**src/rtl/jtopl_eg_pkg.sv**
```systemverilog
// Shared constants for the envelope slot storage: one-hot state codes,
// slot count and widths.
package jtopl_eg_pkg;

   localparam int EG_SLOTS = 18;
   localparam int EG_W     = 10;
   localparam int EG_CNTW  = 15;
   localparam int EG_SLOTW = 5;

   typedef enum logic [2:0] {
      EG_ATTACK  = 3'b001,
      EG_DECAY   = 3'b010,
      EG_RELEASE = 3'b100
   } eg_state_e;

   localparam logic [EG_W-1:0] EG_MAX_ATT = 10'h3FF;

endpackage

```
**src/rtl/jtopl_eg_sh.sv**
```systemverilog
// Clock-enabled circular-style shift register: din enters stage 0, dout is the
// last stage, so a value written now reappears after STAGES enabled edges.
module jtopl_eg_sh #(
   parameter int               WIDTH   = 1,
   parameter int               STAGES  = 2,
   parameter logic [WIDTH-1:0] RST_VAL = '0
) (
   input  logic             rst_n,
   input  logic             clk,
   input  logic             cen,
   input  logic [WIDTH-1:0] din,
   output logic [WIDTH-1:0] dout
);

   logic [WIDTH-1:0] sh_q [STAGES];
   logic [WIDTH-1:0] sh_d [STAGES];

   always_comb begin
      for (int i = 0; i < STAGES; i++) begin
         sh_d[i] = sh_q[i];
      end
      if (cen) begin
         sh_d[0] = din;
         for (int i = 1; i < STAGES; i++) begin
            sh_d[i] = sh_q[i-1];
         end
      end
   end

   always_ff @(posedge clk or negedge rst_n) begin
      if (!rst_n) begin
         for (int i = 0; i < STAGES; i++) begin
            sh_q[i] <= RST_VAL;
         end
      end else begin
         for (int i = 0; i < STAGES; i++) begin
            sh_q[i] <= sh_d[i];
         end
      end
   end

   assign dout = sh_q[STAGES-1];

endmodule

```
**src/rtl/jtopl_eg_slots.sv**
```systemverilog
// Per-slot envelope storage, slot sequencer and global envelope counter.
// Optional debug tap on one slot's attenuation: define JTOPL_EG_DEBUG_EN.
module jtopl_eg_slots
   import jtopl_eg_pkg::*;
#(
   parameter int SLOTS = EG_SLOTS,
   parameter int EGW   = EG_W,
   parameter int CNTW  = EG_CNTW
) (
   input  logic            rst_n,
   input  logic            clk,
   input  logic            cen,
   input  logic            keyon,
   input  logic [2:0]      state_next,
   input  logic [EGW-1:0]  eg_next,
   input  logic            cnt_lsb,
   output logic            keyon_now,
   output logic            keyoff_now,
   output logic [2:0]      state_in,
   output logic [EGW-1:0]  eg_in,
   output logic            cnt_in,
   output logic [CNTW-1:0] eg_cnt,
   output logic [4:0]      slot,
   output logic            zero
`ifdef JTOPL_EG_DEBUG_EN
   ,
   input  logic [4:0]      dbg_slot,
   output logic [EGW-1:0]  dbg_eg
`endif
);

   // Entry layout, MSB first: {state, eg, kprev, cnt}
   localparam int               ENTW    = 3 + EGW + 2;
   localparam logic [ENTW-1:0]  ENT_RST = {EG_RELEASE, {EGW{1'b1}}, 1'b0, 1'b0};
   localparam logic [4:0]       LAST    = 5'(SLOTS - 1);

   logic [ENTW-1:0] wr_ent;
   logic [ENTW-1:0] head;
   logic            kprev;

   assign wr_ent = {state_next, eg_next, keyon, cnt_lsb};

   jtopl_eg_sh #(
      .WIDTH   (ENTW),
      .STAGES  (SLOTS),
      .RST_VAL (ENT_RST)
   ) u_sh (
      .rst_n (rst_n),
      .clk   (clk),
      .cen   (cen),
      .din   (wr_ent),
      .dout  (head)
   );

   assign state_in = head[ENTW-1 -: 3];
   assign eg_in    = head[EGW+1 -: EGW];
   assign kprev    = head[1];
   assign cnt_in   = head[0];

   assign keyon_now  =  keyon & ~kprev;
   assign keyoff_now = ~keyon &  kprev;

   logic [4:0]      slot_q,   slot_d;
   logic [CNTW-1:0] eg_cnt_q, eg_cnt_d;

   always_comb begin
      slot_d   = slot_q;
      eg_cnt_d = eg_cnt_q;
      if (cen) begin
         if (slot_q == LAST) begin
            slot_d   = 5'd0;
            eg_cnt_d = eg_cnt_q + CNTW'(1);
         end else begin
            slot_d   = slot_q + 5'd1;
         end
      end
   end

   always_ff @(posedge clk or negedge rst_n) begin
      if (!rst_n) begin
         slot_q   <= 5'd0;
         eg_cnt_q <= '0;
      end else begin
         slot_q   <= slot_d;
         eg_cnt_q <= eg_cnt_d;
      end
   end

   assign slot   = slot_q;
   assign zero   = (slot_q == 5'd0);
   assign eg_cnt = eg_cnt_q;

`ifdef JTOPL_EG_DEBUG_EN
   // Out-of-range dbg_slot never matches slot_q, so the tap simply holds.
   logic [EGW-1:0] dbg_eg_q, dbg_eg_d;

   always_comb begin
      dbg_eg_d = dbg_eg_q;
      if (cen && (slot_q == dbg_slot)) begin
         dbg_eg_d = eg_next;
      end
   end

   always_ff @(posedge clk or negedge rst_n) begin
      if (!rst_n) begin
         dbg_eg_q <= {EGW{1'b1}};
      end else begin
         dbg_eg_q <= dbg_eg_d;
      end
   end

   assign dbg_eg = dbg_eg_q;
`endif

endmodule

```
**config.mk**
```make
export PLATFORM = sky130hd
export DESIGN_NAME = jtopl_eg_slots
export DESIGN_NICKNAME = d
export VERILOG_FILES = /design/src/rtl/jtopl_eg_pkg.sv /design/src/rtl/jtopl_eg_sh.sv /design/src/rtl/jtopl_eg_slots.sv
export SDC_FILE = /design/constraint.sdc
export NUM_CORES = 1
export LEC_CHECK = 0
export BUFFER_PORTS_ARGS = -buffer_cell sky130_fd_sc_hd__buf_2
export CORE_ASPECT_RATIO = 0.75
export CORE_MARGIN = 2
export CORE_UTILIZATION = 55
export DETAILED_ROUTE_END_ITERATION = 8
export PLACE_DENSITY = 0.7
export SYNTH_ARGS = -nofsm -noshare
export SYNTH_HDL_FRONTEND = slang
export SYNTH_HIERARCHICAL = 1
export SYNTH_SLANG_ARGS = --single-unit
export TNS_END_PERCENT = 1
```
**constraint.sdc**
```tcl
create_clock -name clk -period 1.8 [get_ports clk]
set_input_delay 0.09 -clock clk [delete_from_list [all_inputs] [get_ports clk]]
set_output_delay 0.09 -clock clk [all_outputs]
set_load 0.1 [all_outputs]
```
======== After elaboration in Yosys (flattened, before gate mapping) ========
Cells that the tools add are included.
cells by class
  reductions and logical operators ........ 2
  bitwise logic cells ..................... 4
  muxes and demuxes ....................... 1
  add/sub/neg operators ................... 2
  eq/ne operators ......................... 1
operators with widths
  cell                   number
  $add 15x1->15 const B  1
  $add 5x1->5 const B    1
  $eq 5x5->1 const B     1
  $logic_not 5->1        1
  $mux 5                 1
  $and 1x1->1            2
  $not 1->1              2
  $reduce_and 2->1       1
word-level totals
  logic and storage cells ................. 30
  register bits ........................... 290
  output and inout bits ................... 37
  bits of input ports ..................... 18

======== Logic depth before layout (Yosys ltp) ========
Gate-level depths: netlist of the first run.
  depth in word-level cells ............... 2
  gate-level depth with buffers ........... 6

======== By module ========
Netlist of the first run, hierarchy kept.
modules (own cells, without submodules)
  module          instances  cells an instance  area each (µm²)  seq. area each (µm²)
  jtopl_eg_sh     1          585                10451.3          7004.2
  jtopl_eg_slots  1          89                 994.7            500.5

======== Worst setup path after synthesis of the first run ========
Ideal clock, no wire load.
  path type ............................... flip-flop to output port
  start point ............................. register slot_q[1], in the netlist slot[1]
  end point ............................... output port zero
  path slack .............................. -2489 ps
  cell stages (with the launch flop) ...... 4
  path buffers ............................ 0
  arrival ................................. 4199 ps
  required time ........................... 1710 ps
  cells stage by stage .................... dfrtp_1 > inv_1 > ha_1 > nor4b_1
on the way
  cells in the longest elaborated chain, start to end .. 1
RTL lines
  what                      RTL line              RTL
  start: declaration        jtopl_eg_slots.sv:63  logic [4:0] slot_q, slot_d;
  start signal: assignment  jtopl_eg_slots.sv:84  slot_q <= slot_d;
  $logic_not 5->1           jtopl_eg_slots.sv:90  assign zero = (slot_q == 5'd0);
  end: declaration          jtopl_eg_slots.sv:24  output logic zero
Every way passes these cells.

======== Worst setup path in the final report of the first run ========
  start point ............................. register slot_q[0], in the netlist slot[0]
  end point ............................... output port zero
Same word-level chain as after synthesis.

==> results.sh, run 1 <==
export IMPL_outcome="complete, no violations"
export IMPL_port_buffers=54
export IMPL_cts_buffer_depth=3
export IMPL_path_depth=4
export IMPL_firstDrtPassIters=4
export IMPL_maxSlewViolCount=0
export IMPL_drt_wirelength_per_cell_um=15.2
export IMPL_crit_end="zero"
export IMPL_gr_usage_all_layers_pct=15.2
export IMPL_viasPerCell=5.11
export IMPL_fmax_mhz=568
export IMPL_grt_antenna_before_repair=0
export IMPL_start_util_pct=56.3
export IMPL_dieArea_sq_um=22000
export IMPL_rr_startpoint="slot[0]$_DFFE_PN0P_"
export IMPL_yosys_warnings=6
export IMPL_combPwrFrac_pct=22.3
export IMPL_max_stage_delay_ns=0.50
export IMPL_synth_main_ff_cell="dfstp_2"
export IMPL_cp_slowest_cell="dfrtp_4"
export IMPL_htree_levels=1
export IMPL_io_pins=55
export IMPL_gp_congestion=0.761
export IMPL_sw_frac_of_total_pct=28.3
export IMPL_ant_nets=0
export IMPL_fin_nets=762
export IMPL_hold_viol_final=0
export IMPL_setup_slack_ns=0.0404
export IMPL_crit_type="register to primary output"
export IMPL_syn_nets=696
export IMPL_ys_types=32
export IMPL_nFillCells=1412
export IMPL_drtIter0Drc=218
export IMPL_slew_headroom_pct=66.6
export IMPL_intPower_mw=16.0
export IMPL_row_count=45
export IMPL_core_sq_um=20300
export IMPL_cts_buffers=27
export IMPL_cp_arrival_ns=1.67
export IMPL_grt_max_degree=69
export IMPL_pwr_share_clk_pct=26.5
export IMPL_cts_root_buf="clkbuf_16"
export IMPL_power_switching_mw=6.33
export IMPL_final_period_utilization_pct=97.8
export IMPL_synth_area_sq_um=11400
export IMPL_chipWidth_um=171
export IMPL_synth_seq_cells=290
export IMPL_max_vdd_ir_drop_v=0.00154
export IMPL_endpoint_kind="primary output"
export IMPL_crit_chain="inv_4, ha_4, nor4b_4, buf_6"
export IMPL_crit_family="flip-flops"
export IMPL_drt_total_wl_mm=15.8
export IMPL_dp_hpwl_mm=9.89
export IMPL_r2r_setup_slack_ns=0.05
export IMPL_cp_start_kind="register"
export IMPL_min_path_type="primary input to asynchronous set/reset pin"
export IMPL_ys_seq_area_share_pct=65.6
export IMPL_vias=5327
export IMPL_skew_ns=0.00668
export IMPL_drc=0
export IMPL_synth_top_area_share_pct=45.5
export IMPL_drive_above_1_share_pct=79.9
export IMPL_diodes=0
export IMPL_crit_path_start="slot[0]$_DFFE_PN0P_"
export IMPL_die_h_um=129
export IMPL_clkTransAtPathRegs_ns=0.07
export IMPL_drv_cap=0
export IMPL_avgSynthCellArea_sq_um=17.0
export IMPL_grt_pass1_wl_mm=27.8
export IMPL_finalSetupViolations=0
export IMPL_cellPowerDensity_nw_per_um2=1710
export IMPL_timing_rr_end="slot[0]$_DFFE_PN0P_"
export IMPL_synth_edff_count=0
export IMPL_clock_sinks=290
export IMPL_holdWs_ns=0.0979
export IMPL_async_flop_share_pct=100
export IMPL_crit_buf_inv=2
export IMPL_clk_latency_ns=0.51
export IMPL_cp_required_ns=1.71
export IMPL_grt_overflow=0
export IMPL_dp_slack_ns=0.133
export IMPL_rsz0062_at_grt="true"
export IMPL_leakagePower_nw=5.44
export IMPL_syn_inst=674
export IMPL_grt_pass1_vias=5597
export IMPL_fin_crit_ns=1.76
export IMPL_area_delta_synth_final_pct=14.0
export IMPL_cts_tree="yes"
export IMPL_post_synth_top_area_cell="dfstp_2"
export IMPL_reg2reg_depth=5
export IMPL_crit_fanout=2
export IMPL_synth_area_leaders="dfstp_2, mux2_2, dfrtp_1"
export IMPL_p_seq_share_pct=51.2
export IMPL_worst_slew_pin_slew_ns=0.505
-- state kept, by name, summed over array words and instances (netlist names) --
name       count
u_sh/sh_q    255
eg_cnt        15
u_sh/dout     15
slot           5
-- worst register-to-register path, cell delays in order, from the launching register on --
cell and delay [ns]:
dfrtp_4 0.50, buf_4 0.17, ha_1 0.24, and4bb_4 0.25, or3b_2 0.44, o21ai_0 0.08
-- layer usage --
| metal | GRT usage (%) | vias up | wire length (um) |
|---|---|---|---|
| met5 | 0 | - | 0 |
| met4 | 3.82 | 0 | 279 |
| met3 | 3.11 | 24 | 554 |
| met2 | 23.3 | 72 | 7300 |
| met1 | 22.4 | 2747 | 7720 |
| li1 | - | 2484 | - |
-- timing repair --
action / 4_1_cts / 5_1_grt
resized for setup: 2 / 0
hold buffers: 17 / 0
pin swaps: 0 / 0
setup buffers: 2 / 0
hold endpoints to repair: 156 / 0
endpoints found under the setup margin: 1 / 1
-- worst min path at each step --
stage	to
floorplan	eg_cnt[0]$_DFFE_PN0P_
global placement	u_sh/sh_q[255]$_DFFE_PN0P_
detailed placement	u_sh/sh_q[255]$_DFFE_PN0P_
CTS	u_sh/sh_q[241]$_DFFE_PN0P_
global route	u_sh/sh_q[241]$_DFFE_PN0P_
finish	u_sh/sh_q[241]$_DFFE_PN0P_
-- area by class of cell --
class / instances / area [sq um] / area share (%)
flip-flops and latches: 290 / 7520 / 57.6
multi-input cells: 334 / 3530 / 27.1
clock buffers: 39 / 832 / 6.38
repair buffers: 85 / 672 / 5.15
well taps: 282 / 353 / 2.70
clock inverters: 10 / 128 / 0.978
inverters: 2 / 12.5 / 0.0959
-- synthesized netlist by cell type (3+ instances only) --
library cell,count
mux2_2,271
dfstp_2,198
dfrtp_1,92
buf_6,24
buf_4,16
nand2_1,11
xnor2_1,10
buf_2,8
nor2_1,5
xor2_1,5
ha_1,4
nand4_1,4
and3_1,3
-- power groups by stage --
stage | logic [mW] | registers [mW] | clock network [mW]
after floorplan | 4.25 | 11.4 | 0
after global placement | 4.78 | 11.4 | 0
after detailed placement | 4.97 | 11.6 | 0
after CTS | 5.06 | 11.5 | 6.10
after global routing | 5.33 | 11.8 | 6.41
final | 4.98 | 11.5 | 5.94
-- metrics by stage --
stage	setup TNS [ns]	instances	instance area (sq um)	power, mW	util, %
4_1_cts	0	1042	13100	22.7	64.2
3_3_place_gp	0	974	11900	16.2	58.5
6_report	0	1042	13100	22.4	64.2
2_1_floorplan	-0.611	674	11500	15.6	-
3_5_place_dp	0	974	11900	16.6	58.5
5_1_grt	-0.0255	1042	13100	23.6	64.2
-- layout by cell type, fill, tap and decap left out, types with 2 or more instances in the layout --
cell type      synthesis  final
clkbuf_8               0      9
xor2_1                 5      5
buf_2                  8     51
mux2_2               271    271
buf_4                 16      6
nand4_1                4      4
dfstp_2              198    198
clkinv_2               0      6
o21ai_0                2      2
nand3_1                2      2
clkbuf_1               0      2
dfrtp_1               92     82
and3_1                 3      3
nor2b_1                2      2
nand2_1               11     11
xnor2_1               10     10
clkbuf_16              0     28
bufinv_16              0      3
dfrtp_2                0      8
buf_12                 0      8
inv_4                  0      2
dlygate4sd3_1          0     17
ha_1                   4      3
dfrtp_4                0      2
nor2_1                 5      5
buf_8                  0      2
-- cells by family after synthesis --
logic type | Yosys count | synth area share [%]
buffers and inverters | 50 | 3.83
AND/OR/NAND/NOR | 39 | 2.10
XOR/XNOR | 15 | 1.15
AO/OA/AOI/OAI | 5 | 0.262
adder cells (fa/ha/maj) | 4 | 0.437
flip-flops | 290 | 65.6
multiplexers | 271 | 26.7
Note: power is estimated with default switching activity, not from simulation.
==> run 2: changes to the inputs <==
- GPL_ROUTABILITY_DRIVEN: unset -> 0
- PLACE_DENSITY: 0.7 -> 0.73
- SYNTH_HIERARCHICAL: 1 -> unset
==> run 2 against run 1 <==
Area after synthesis is 1.4% lower; maximum frequency is essentially flat; largest power group unchanged; sequential share of layout area up 0.54 points; global-route usage up 0.75 points; clock skew hardly changed; worst setup slack got worse by 0.0017 ns; power decreased by 2.3%; register-to-register slack hardly changed; hold slack got worse by 0.051 ns; clock power decreased by 8.9%; sequential cell count unchanged; final cell count is 1.5% lower.
==> results.sh, run 2 <==
export IMPL_row_count=45
export IMPL_vias=5461
export IMPL_final_common_cell="mux2_2"
export IMPL_drive_above_1_share_pct=78.0
export IMPL_min_path_type="primary input to register"
export IMPL_hold_viol_final=0
export IMPL_crit_fanout=2
export IMPL_cts_tree="yes"
export IMPL_synth_area_leaders="dfstp_2, mux2_2, dfrtp_1"
export IMPL_largest_reg_flops=255
export IMPL_synth_area_sq_um=11300
export IMPL_drtIter0Drc=269
export IMPL_worst_slew_pin_slew_ns=0.495
export IMPL_ys_types=27
export IMPL_start_util_pct=56.0
export IMPL_diodes=0
export IMPL_nFillCells=1433
export IMPL_busiest_layer="met2"
export IMPL_cp_arrival_ns=1.67
export IMPL_cts_root_buf="clkbuf_16"
export IMPL_viasPerCell=5.32
export IMPL_regMostFlops="u_sh.sh_q"
export IMPL_leakagePower_nw=5.42
export IMPL_dp_cells=957
export IMPL_fin_area_sq_um=12900
export IMPL_fin_cells=1026
export IMPL_skew_ns=0.00618
export IMPL_htree_levels=1
export IMPL_dieArea_sq_um=21700
export IMPL_grt_antenna_before_repair=0
export IMPL_power_total_mw=21.9
export IMPL_outcome="complete, no violations"
export IMPL_endpoint_kind="primary output"
export IMPL_final_cell_mix="mux2_2, dfstp_2, dfrtp_1"
export IMPL_fmax_mhz=568
export IMPL_cp_slowest_cell="dfrtp_4"
export IMPL_area_delta_synth_final_pct=14.5
export IMPL_core_sq_um=20200
export IMPL_cellPowerDensity_nw_per_um2=1690
export IMPL_clkTransAtPathRegs_ns=0.06
export IMPL_synth_seq_cells=290
export IMPL_final_period_utilization_pct=97.8
export IMPL_max_stage_delay_ns=0.49
export IMPL_slew_headroom_pct=67.0
export IMPL_grt_pass1_wl_mm=28.6
export IMPL_synth_common_cells="mux2_2, dfstp_2, dfrtp_1, buf_2, buf_4"
export IMPL_synth_most_common_cell="mux2_2"
export IMPL_grt_max_degree=67
export IMPL_cts_buffer_depth=3
export IMPL_finalSetupViolations=0
export IMPL_yosys_warnings=0
export IMPL_postPlaceCellArea_sq_um=11900
export IMPL_gr_usage_all_layers_pct=16.0
export IMPL_syn_nets=695
export IMPL_cts_buffers=27
export IMPL_avgSynthCellArea_sq_um=16.8
export IMPL_fin_crit_ns=1.76
export IMPL_async_flop_share_pct=100
export IMPL_clock_sinks=290
export IMPL_cp_required_ns=1.71
export IMPL_use_met2_pct=26.2
export IMPL_fin_nets=770
export IMPL_maxSlewViolCount=0
export IMPL_rsz0062_at_grt="true"
export IMPL_post_synth_top_area_cell="dfstp_2"
export IMPL_use_met3_pct=3.33
export IMPL_die_h_um=128
export IMPL_io_pins=55
export IMPL_use_met1_pct=21.8
export IMPL_synth_edff_count=0
export IMPL_syn_inst=673
export IMPL_drt_total_wl_mm=16.2
export IMPL_ys_seq_area_share_pct=66.5
export IMPL_max_vdd_ir_drop_v=0.000784
export IMPL_crit_type="register to primary output"
export IMPL_grt_pass1_vias=5871
export IMPL_synth_main_ff_cell="dfstp_2"
export IMPL_dp_hpwl_mm=10.1
export IMPL_synth_top_area_share_pct=46.1
export IMPL_cp_start_kind="register"
export IMPL_clk_latency_ns=0.52
export IMPL_crit_chain="inv_4, ha_4, nor4b_4, buf_6"
export IMPL_grt_overflow=0
export IMPL_drc=0
export IMPL_drv_cap=0
export IMPL_firstDrtPassIters=4
export IMPL_holdWs_ns=0.0465
export IMPL_port_buffers=54
export IMPL_chipWidth_um=169
export IMPL_ant_nets=0
export IMPL_drt_wirelength_per_cell_um=15.8
-- run 2: power by group --
group | switching, mW | internal, mW
logic | 2.76 | 2.21
clock network | 2.27 | 3.14
registers | 1.27 | 10.2
total | 6.30 | 15.6
-- run 2: worst max-delay path, delay by kind of cell (launching register included) --
family,cells,cell delay (ns)
AND/OR/NAND/NOR,1,0.20
adder cells (fa/ha/maj),1,0.12
flip-flops,1,0.49
buffers and inverters,2,0.34
-- run 2: cell type report --
type | instances | area (sq um) | area share [%]
sequential | 290 | 7520 | 58.2
timing repair buffer | 91 | 689 | 5.34
clock inverter | 10 | 100 | 0.775
clock buffer | 39 | 741 | 5.73
tap | 258 | 323 | 2.50
multi-input combinational | 336 | 3540 | 27.4
inverter | 2 | 12.5 | 0.0968
-- run 2: cells by family after synthesis --
| family | synth area share [%] |
|---|---|
| AND/OR/NAND/NOR | 2.17 |
| AO/OA/AOI/OAI | 0.222 |
| flip-flops | 66.5 |
| adder cells (fa/ha/maj) | 0.443 |
| buffers and inverters | 2.39 |
| XOR/XNOR | 1.23 |
| multiplexers | 27.0 |
-- run 2: worst paths after layout --
check                                             from                         end  slack [ns]  cells past startpoint
min in group asynchronous                        rst_n      eg_cnt[12]$_DFFE_PN0P_        0.10                      2
worst min register to register  eg_cnt[14]$_DFFE_PN0P_      eg_cnt[14]$_DFFE_PN0P_        0.49                      1
worst min-delay path                               cen   u_sh.sh_q[20]$_DFFE_PN1P_        0.05                      2
worst max-delay path               slot[0]$_DFFE_PN0P_                        zero        0.04                      4
worst max register to register     slot[1]$_DFFE_PN0P_       eg_cnt[1]$_DFFE_PN0P_        0.05                      5
max in group asynchronous                        rst_n  u_sh.sh_q[209]$_DFFE_PN1P_        0.95                      3
-- run 2: metrics by stage --
step                setup TNS, ns  utilization, %  setup slack (ns)
finish                          0            64.1            0.0387
global placement                0            58.9             0.237
global route              -0.0485            64.1           -0.0325
floorplan                  -0.561               -            -0.176
detailed placement              0            58.9             0.162
CTS                             0            64.1          0.000675
-- run 2: repair_timing --
item                                   4_1_cts  5_1_grt
resized for setup                            6        0
buffers inserted                             4        0
endpoints found under the hold margin      142        0
setup endpoints to repair                    1        2
hold buffers                                16        0
pin swaps                                    1        0
-- run 2: per-layer routing --
| layer | wire length [um] | part of all wire [%] | vias to the layer above |
|---|---|---|---|
| met4 | 385 | 2.4 | 0 |
| li1 | - | - | 2503 |
| met2 | 7720 | 48 | 90 |
| met5 | 0 | 0 | - |
| met1 | 7390 | 46 | 2837 |
| met3 | 681 | 4.2 | 31 |
